==> src/rtl/spi_master_tx.sv <==
// Mode-0 SPI master: one WIDTH-bit word per CS_N frame, MSB first, start/busy/done handshake.
// Optional back-to-back bursting with CS_N held low is enabled by defining SPI_MASTER_BURST_EN.
module spi_master_tx #(
  parameter int WIDTH    = 32,
  parameter int DIV      = 4,
  parameter int CS_SETUP = 2,
  parameter int CS_IDLE  = 2
) (
  input  logic             clk,
  input  logic             rst,
  input  logic             start,
  input  logic [WIDTH-1:0] tx_data,
  output logic             busy,
  output logic             done,
  output logic [WIDTH-1:0] rx_data,
  output logic             CS_N,
  output logic             SCK,
  output logic             MOSI,
  input  logic             MISO
);

  localparam int MAX_A   = (DIV > CS_SETUP) ? DIV : CS_SETUP;
  localparam int MAX_CNT = (MAX_A > CS_IDLE) ? MAX_A : CS_IDLE;
  localparam int DW      = $clog2(MAX_CNT + 1);
  localparam int BW      = $clog2(WIDTH);

  localparam logic [DW-1:0] DIV_LAST   = DW'(DIV - 1);
  localparam logic [DW-1:0] SETUP_LAST = DW'(CS_SETUP - 1);
  localparam logic [DW-1:0] IDLE_LAST  = DW'(CS_IDLE - 1);
  localparam logic [BW-1:0] BIT_LAST   = BW'(WIDTH - 1);

  typedef enum logic [2:0] {IDLE, SETUP, LOW, HIGH, HOLD, GAP} state_t;

  state_t           state, state_nxt;
  logic [DW-1:0]    div_cnt;
  logic [BW-1:0]    bit_cnt;
  logic [WIDTH-1:0] tx_shift;
  logic [WIDTH-1:0] rx_shift;
  logic             div_last;
  logic             bit_last;
  logic             burst_take;

  // NOTE: every signal assigned in always_comb gets a default first, so no path can infer a latch.
  always_comb begin
    div_last = 1'b0;
    case (state)
      SETUP:           div_last = (div_cnt == SETUP_LAST);
      LOW, HIGH, HOLD: div_last = (div_cnt == DIV_LAST);
      GAP:             div_last = (div_cnt == IDLE_LAST);
      default:         div_last = 1'b0;
    endcase
  end

  assign bit_last = (bit_cnt == BIT_LAST);

`ifdef SPI_MASTER_BURST_EN
  assign burst_take = (state == HOLD) && div_last && start;
`else
  assign burst_take = 1'b0;
`endif

  // NOTE: registered state uses non-blocking assignments so every flop samples pre-edge values.
  always_ff @(posedge clk) begin
    if (rst) state <= IDLE;
    else     state <= state_nxt;
  end

  always_comb begin
    state_nxt = state;
    case (state)
      IDLE:  if (start)    state_nxt = SETUP;
      SETUP: if (div_last) state_nxt = LOW;
      LOW:   if (div_last) state_nxt = HIGH;
      HIGH:  if (div_last) state_nxt = bit_last ? HOLD : LOW;
      HOLD:  if (div_last) state_nxt = burst_take ? LOW : GAP;
      GAP:   if (div_last) state_nxt = IDLE;
      default:             state_nxt = IDLE;
    endcase
  end

  // Every timed state leaves on div_last, so the counter restarts from zero on each entry.
  always_ff @(posedge clk) begin
    if (rst) begin
      div_cnt  <= '0;
      bit_cnt  <= '0;
      tx_shift <= '0;
      rx_shift <= '0;
      rx_data  <= '0;
      done     <= 1'b0;
    end else begin
      done <= 1'b0;
      if (state == IDLE || div_last) div_cnt <= '0;
      else                           div_cnt <= div_cnt + 1'b1;
      case (state)
        IDLE: begin
          if (start) begin
            tx_shift <= tx_data;
            bit_cnt  <= '0;
          end
        end
        LOW: begin
          // MISO is captured on the edge that raises SCK.
          if (div_last) rx_shift <= {rx_shift[WIDTH-2:0], MISO};
        end
        HIGH: begin
          if (div_last && !bit_last) begin
            tx_shift <= {tx_shift[WIDTH-2:0], 1'b0};
            bit_cnt  <= bit_cnt + 1'b1;
          end
        end
        HOLD: begin
          if (div_last) begin
            rx_data <= rx_shift;
            done    <= 1'b1;
            if (burst_take) begin
              tx_shift <= tx_data;
              bit_cnt  <= '0;
            end
          end
        end
        default: ;
      endcase
    end
  end

  // Pin outputs decode straight from state so reset takes effect on the same edge.
  always_comb begin
    CS_N = 1'b1;
    SCK  = 1'b0;
    MOSI = 1'b0;
    busy = (state != IDLE);
    case (state)
      SETUP, LOW, HOLD: begin
        CS_N = 1'b0;
        MOSI = tx_shift[WIDTH-1];
      end
      HIGH: begin
        CS_N = 1'b0;
        SCK  = 1'b1;
        MOSI = tx_shift[WIDTH-1];
      end
      default: ;
    endcase
  end

endmodule

==> config.mk <==
export PLATFORM = sky130hd
export DESIGN_NAME = spi_master_tx
export DESIGN_NICKNAME = d
export VERILOG_FILES = /design/src/rtl/spi_master_tx.sv
export SDC_FILE = /design/constraint.sdc
export NUM_CORES = 1
export LEC_CHECK = 0
export ABC_AREA = 0
export CAP_MARGIN = 25
export CORE_MARGIN = 8
export CORE_UTILIZATION = 57
export CTS_CLUSTER_SIZE = 30
export DETAILED_ROUTE_END_ITERATION = 6
export GPL_TIMING_DRIVEN = 0
export PLACE_DENSITY = 0.89
export SYNTH_ARGS = -nofsm -noshare
export SYNTH_HDL_FRONTEND = slang
export SYNTH_SLANG_ARGS = --single-unit
==> constraint.sdc <==
create_clock -name clk -period 6.1 [get_ports clk]
set_input_delay 0.61 -clock clk [delete_from_list [all_inputs] [get_ports clk]]
set_output_delay 0.61 -clock clk [all_outputs]
set_load 0.02 [all_outputs]
==> flow_summary.toml, run 1 <==
[global_route]
groute.usage.overall_pct = 18.6
grt_pass1_wl_um = 17600
gr-total-overflow = 0
grt_start_max_net_pins = 20
grt_pass1_vias = 3982
antenna_found_initial = 0

[floorplan]
ios = 73
chipHeight_um = 105
fp-row-count = 32
die_x_um = 105
core_um2 = 7690
initial_util_pct = 58.4
die_area_um2 = 11000

[power]
sw_frac_of_total_pct = 31.7
share_comb_of_total_power_pct = 25.3
power_leakage_uw = 0.00187
int_power_uw = 1150
p_switching_uw = 533
power.sequential.fraction_pct = 48.4
ir_drop_uv = 155
clock_power_share_pct = 26.3
power.density_cell_area_nw_per_um2 = 304

[worst_setup_path]
worst-endpoint-required_ps = 5490
critPathCaptureType = "primary output"
crit_path_cell_trace = "nand3b_2 > clkinv_1 > clkbuf_1 > clkdlybuf4s50_1"
worst-endpoint-arrival_ps = 2440
worst_path_largest_cell_delay_ps = 690
worst_setup_path_start_kind = "flop"
critPathMaxFanout = 10
cp_slowest_cell = "clkdlybuf4s50_1"
worst-setup-path-type = "flop to primary output"

[sta]
setup_viol = 0
min_period_ps = 3050
timing_max_transition_violations_final = 0
hold_viol_final = 0
final.setup.tns_ps = 0
clock-skew-final_ps = 10.8
rsz_0062_raised_after_global_routing = "false"
tightest_slew_ps = 721
max_slew_margin_pct = 52.0
fmax_ghz = 0.328
final_min_period_over_clock_period_pct = 50.0

[synth]
synth_top_area_share_pct = 48.2
postSynthAreaPerCell_um2 = 8.24
post-synth-top-area-cell = "dfxtp_1"
synth_top_cells_by_count = "195 x nand2_1, 108 x dfxtp_1, 72 x a21oi_1, 43 x nor2_1, 29 x a311oi_2"
synth_fp_nets = 584
ys_top_cells_by_area = "dfxtp_1 48%, nand2_1 16%, a311oi_2 9.7%"
ys_types = 41
ys_warn_count = 0
synth_most_common_cell = "nand2_1"
synthesis.instances = 545
asyncSetResetFlopFracSynth_pct = 0
synth-main-ff-cell = "dfxtp_1"
synth-seq-area-share_pct = 48.2
ys_seq_elements = 108
synth_enable_flop_cells = 0
post_synth_instance_area_um2 = 4490

[clock_tree]
worstSkewPairLatency_ps = 370
htreeDepth = 3
clock-root-buffer = "clkbuf_8"
clk_path_buf_depth = 2
cts_inserted_buffers = 9
clock_sinks = 108
path_clk_slew_ps = 100
cts_tree = "yes"
cts.repair_timing.setup_buffer_count = 0
cts-resized-gates = 0
cts_hold_repair.buffers = 0

[routing]
post_drt_via_cell_ratio = 5.51
firstDrtPassIters = 7
totalWireLength_um = 10200
residual_drc = 0
wl_per_cell_um = 13.9
vias = 4042
drt_first_iter_violations = 257
antenna_violating_nets_post_route = 0

[layout]
drive_above_1_share_pct = 10.4
antenna-diode-count = 0
area_growth_pct = 23.2
final-instance-count-excl-fill = 734
design.final.nets = 666

[placed_design]
post-dp-hpwl_um = 7450
routabilityCongestion = 0.932
buffer_ports.inserted = 71
post-place-cells = 718

[worst_hold_path]
min_path_type = "flop to flop"

[flow_run]
max_cap_violations = 0

[status]
status = "finished, final reports clean"
## cell usage in the layout, fill, tap and decap left out, types with 3 or more instances in the layout
master	netlist	routed
a311oi_1	3	3
a21oi_1	72	72
nor2_1	43	43
buf_6	4	4
o21ai_0	3	3
clkdlybuf4s50_1	0	71
nor3_1	4	4
ha_1	3	3
dfxtp_1	108	108
buf_4	3	3
a311oi_2	29	29
clkbuf_1	27	27
clkbuf_8	0	9
nand2_1	195	195
buf_2	9	9
clkinvlp_4	0	3
xnor2_1	4	4
inv_1	6	6
## critical path: cells and delay by family, from the launching register on
kind                   cells  cell delay, ps
buffers and inverters      3            1270
flip-flops                 1             400
AND/OR/NAND/NOR            1             390
## path summary, 6_finish.rpt
| path | start | endpoint | slack, ps | cells after the start |
|---|---|---|---|---|
| setup reg to reg | bit_cnt[0] | tx_shift[29] | 3780 | 8 |
| hold reg to reg | rx_data[7] | rx_data[7] | 460 | 2 |
| setup / recovery | state[2] | SCK | 3050 | 4 |
| hold / removal | rx_data[7] | rx_data[7] | 460 | 2 |
## through the flow
step | power [µW] | setup slack [ps] | instance area (µm²) | hold WS (ps) | util (%)
finish | 1680 | 3050 | 5530 | 460 | 72.0
floorplan | 1140 | 4140 | 4490 | 432 | -
global placement | 1230 | 3470 | 5330 | 443 | 69.3
detailed placement | 1250 | 3460 | 5330 | 448 | 69.3
global route | 1760 | 2950 | 5530 | 483 | 72.0
CTS | 1690 | 3050 | 5530 | 462 | 72.0
## flip-flops by register name, indices dropped and copies added (netlist names)
signal / cells
rx_data: 32
rx_shift: 32
tx_shift: 32
bit_cnt: 5
div_cnt: 3
state: 3
done: 1
## power by group through the flow
stage	sequential, µW	clock [µW]	combinational (µW)
after global routing	822	475	462
after global placement	824	0	403
final	814	443	426
after CTS	812	448	425
after detailed placement	828	0	423
after floorplan	816	0	319
## area by class of cell
class / count / area [µm²]
clock inverter: 7 / 81.3
multi-input combinational: 387 / 2090
fill: 588 / 2150
timing repair buffer: 71 / 711
inverter: 7 / 26.3
tap: 102 / 128
clock buffer: 9 / 124
buffer: 43 / 214
sequential: 108 / 2160
## kinds of logic after synthesis
family                   Yosys count  synth area share (%)
AND/OR/NAND/NOR                  259                  23.5
flip-flops                       108                  48.2
XOR/XNOR                           6                  1.17
AO/OA/AOI/OAI                    119                  21.0
buffers and inverters             50                  5.35
adder cells (fa/ha/maj)            3                 0.836
## metal layers
layer	vias up	global-route usage [%]	part of all wire [%]
met2	127	32.9	51
li1	1999	-	-
met5	-	0	0
met1	1893	20.8	42
met4	0	7.95	1.8
met3	23	4.30	5.3
Note: power is estimated with default switching activity, not from simulation.
==> run 2: changes to the inputs <==
--- a/config.mk
+++ b/config.mk
@@ -8,11 +8,11 @@
 export ABC_AREA = 0
 export CAP_MARGIN = 25
 export CORE_MARGIN = 8
-export CORE_UTILIZATION = 57
+export CORE_UTILIZATION = 53
 export CTS_CLUSTER_SIZE = 30
 export DETAILED_ROUTE_END_ITERATION = 6
 export GPL_TIMING_DRIVEN = 0
-export PLACE_DENSITY = 0.89
+export PLACE_DENSITY = 0.84
 export SYNTH_ARGS = -nofsm -noshare
 export SYNTH_HDL_FRONTEND = slang
 export SYNTH_SLANG_ARGS = --single-unit
==> constraint.sdc (replaced) <==
create_clock -name clk -period 3.05 [get_ports clk]
set_input_delay 0.305 -clock clk [delete_from_list [all_inputs] [get_ports clk]]
set_output_delay 0.305 -clock clk [all_outputs]
set_load 0.02 [all_outputs]
==> flow_summary.toml, run 2 (synthesis results as in run 1) <==
[status]
status = "finished, final reports clean"

[sta]
hold_viol_final = 0
setup_viol = 0
rsz_0062_raised_after_global_routing = "false"
clock-skew-final_ps = 19.8
min_period_ps = 2710
timing_max_transition_violations_final = 0
tightest_slew_ps = 690
timing.final.ws_setup_ps = 345
final_min_period_over_clock_period_pct = 88.7
fmax_ghz = 0.370
max_slew_margin_pct = 54.0
final.setup.tns_ps = 0

[worst_setup_path]
critical_path_buf_inv_count = 3
worst_path_largest_cell_delay_ps = 690
worst-endpoint-required_ps = 2740
worst_setup_path_start_kind = "flop"
cpLargestDelayFamily = "buffers and inverters"
worst_setup_path_startpoint = "state[2]"
critPathMaxFanout = 10
worst-setup-path-type = "flop to primary output"
crit-reg2reg-launch = "bit_cnt[0]"
worst-endpoint-arrival_ps = 2400
cp_slowest_cell = "clkdlybuf4s50_1"
crit_path_cell_trace = "nand3b_2 > clkinv_1 > clkbuf_1 > clkdlybuf4s50_1"
critPathCaptureType = "primary output"

[routing]
firstDrtPassIters = 4
antenna_violating_nets_post_route = 0
totalWireLength_um = 9940
vias = 3966
post_drt_via_cell_ratio = 5.38
residual_drc = 0
drt_first_iter_violations = 224
wl_per_cell_um = 13.5

[global_route]
groute.usage.overall_pct = 17.8
antenna_found_initial = 0
gr-total-overflow = 0
grt_pass1_wl_um = 17400
grt_start_max_net_pins = 18
grt_pass1_vias = 3935

[layout]
drive_above_1_share_pct = 10.3
final-instance-count-excl-fill = 737
filler_cell_count = 679
layout.cells.most_common = "nand2_1"
reg_top3 = "rx_data: 32 flops, rx_shift: 32 flops, tx_shift: 32 flops"
finish.utilization_pct = 67.2
design.final.nets = 666
final_cell_mix = "195 x nand2_1, 108 x dfxtp_1, 72 x a21oi_1"
antenna-diode-count = 0
area_growth_pct = 23.0

[clock_tree]
cts_hold_repair.buffers = 0
path_clk_slew_ps = 110
cts-resized-gates = 0
cts_inserted_buffers = 9
clock_sinks = 108
htreeDepth = 3
cts_tree = "yes"
clk_path_buf_depth = 2
cts.repair_timing.setup_buffer_count = 0
worstSkewPairLatency_ps = 370
clock-root-buffer = "clkbuf_8"

[floorplan]
die_area_um2 = 11700
fp-row-count = 33
ios = 73
die_x_um = 108
initial_util_pct = 54.6
chipHeight_um = 108
core_um2 = 8220

[placed_design]
post-dp-hpwl_um = 7330
post-place-ws_ps = 742
buffer_ports.inserted = 71
routabilityCongestion = 0.922
post-place-cells = 721

[power]
ir_drop_uv = 395
sw_frac_of_total_pct = 31.3
post-layout-total-power_uw = 3330
power.sequential.fraction_pct = 48.8
clock_power_share_pct = 25.9
p_switching_uw = 1040
power.density_cell_area_nw_per_um2 = 604
power_leakage_uw = 0.00188
share_comb_of_total_power_pct = 25.4
int_power_uw = 2290

[worst_hold_path]
holdCritStartpoint = "rst"
min_path_type = "input port to flop"

[flow_run]
max_cap_violations = 0
[run 2: cell type report]
type                    count  area (µm²)  area share [%]
flip-flops and latches    108        2160            39.2
multi-input cells         387        2090            37.8
repair buffers             71         711            12.9
plain buffers              43         214            3.87
well taps                 105         131            2.38
clock buffers              10         128            2.31
clock inverters             6        62.6            1.13
inverters                   7        26.3           0.476
[run 2: layer usage]
| layer | vias up | part of all wire [%] | GRT usage (%) |
|---|---|---|---|
| li1 | 1991 | - | - |
| met1 | 1869 | 45 | 21.3 |
| met3 | 17 | 4.7 | 3.21 |
| met5 | - | 0 | 0 |
| met4 | 0 | 1.7 | 7.23 |
| met2 | 89 | 48 | 30.7 |
[run 2: metrics by stage]
| stage | hold slack (ps) | area (µm²) |
|---|---|---|
| 2_1_floorplan | 432 | 4490 |
| 3_3_place_gp | 443 | 5330 |
| 3_5_place_dp | 446 | 5330 |
| 4_1_cts | 416 | 5520 |
| 5_1_grt | 469 | 5520 |
| 6_report | 435 | 5520 |
[run 2: worst paths after layout]
kind	endpoint	slack, ps	cells after the start
worst max register to register	tx_shift[1]	810	8
worst max-delay path	SCK	340	4
worst min-delay path	div_cnt[1]	440	4
worst min register to register	rx_data[11]	460	2
[run 2: power by group through the flow]
stage | logic [µW] | clock network, µW | registers, µW
after floorplan | 638 | 0 | 1630
after global placement | 807 | 0 | 1650
after detailed placement | 839 | 0 | 1650
after CTS | 845 | 871 | 1620
after global routing | 928 | 914 | 1640
final | 845 | 863 | 1620
[run 2: worst reg2reg max path, cell delays in order, from the launching register on]
cell	delay (ps)
dfxtp_1	350
ha_1	220
and3_1	180
ha_1	230
nand4bb_1	350
o21ai_4	350
buf_6	190
nor2_1	60
a311oi_2	220
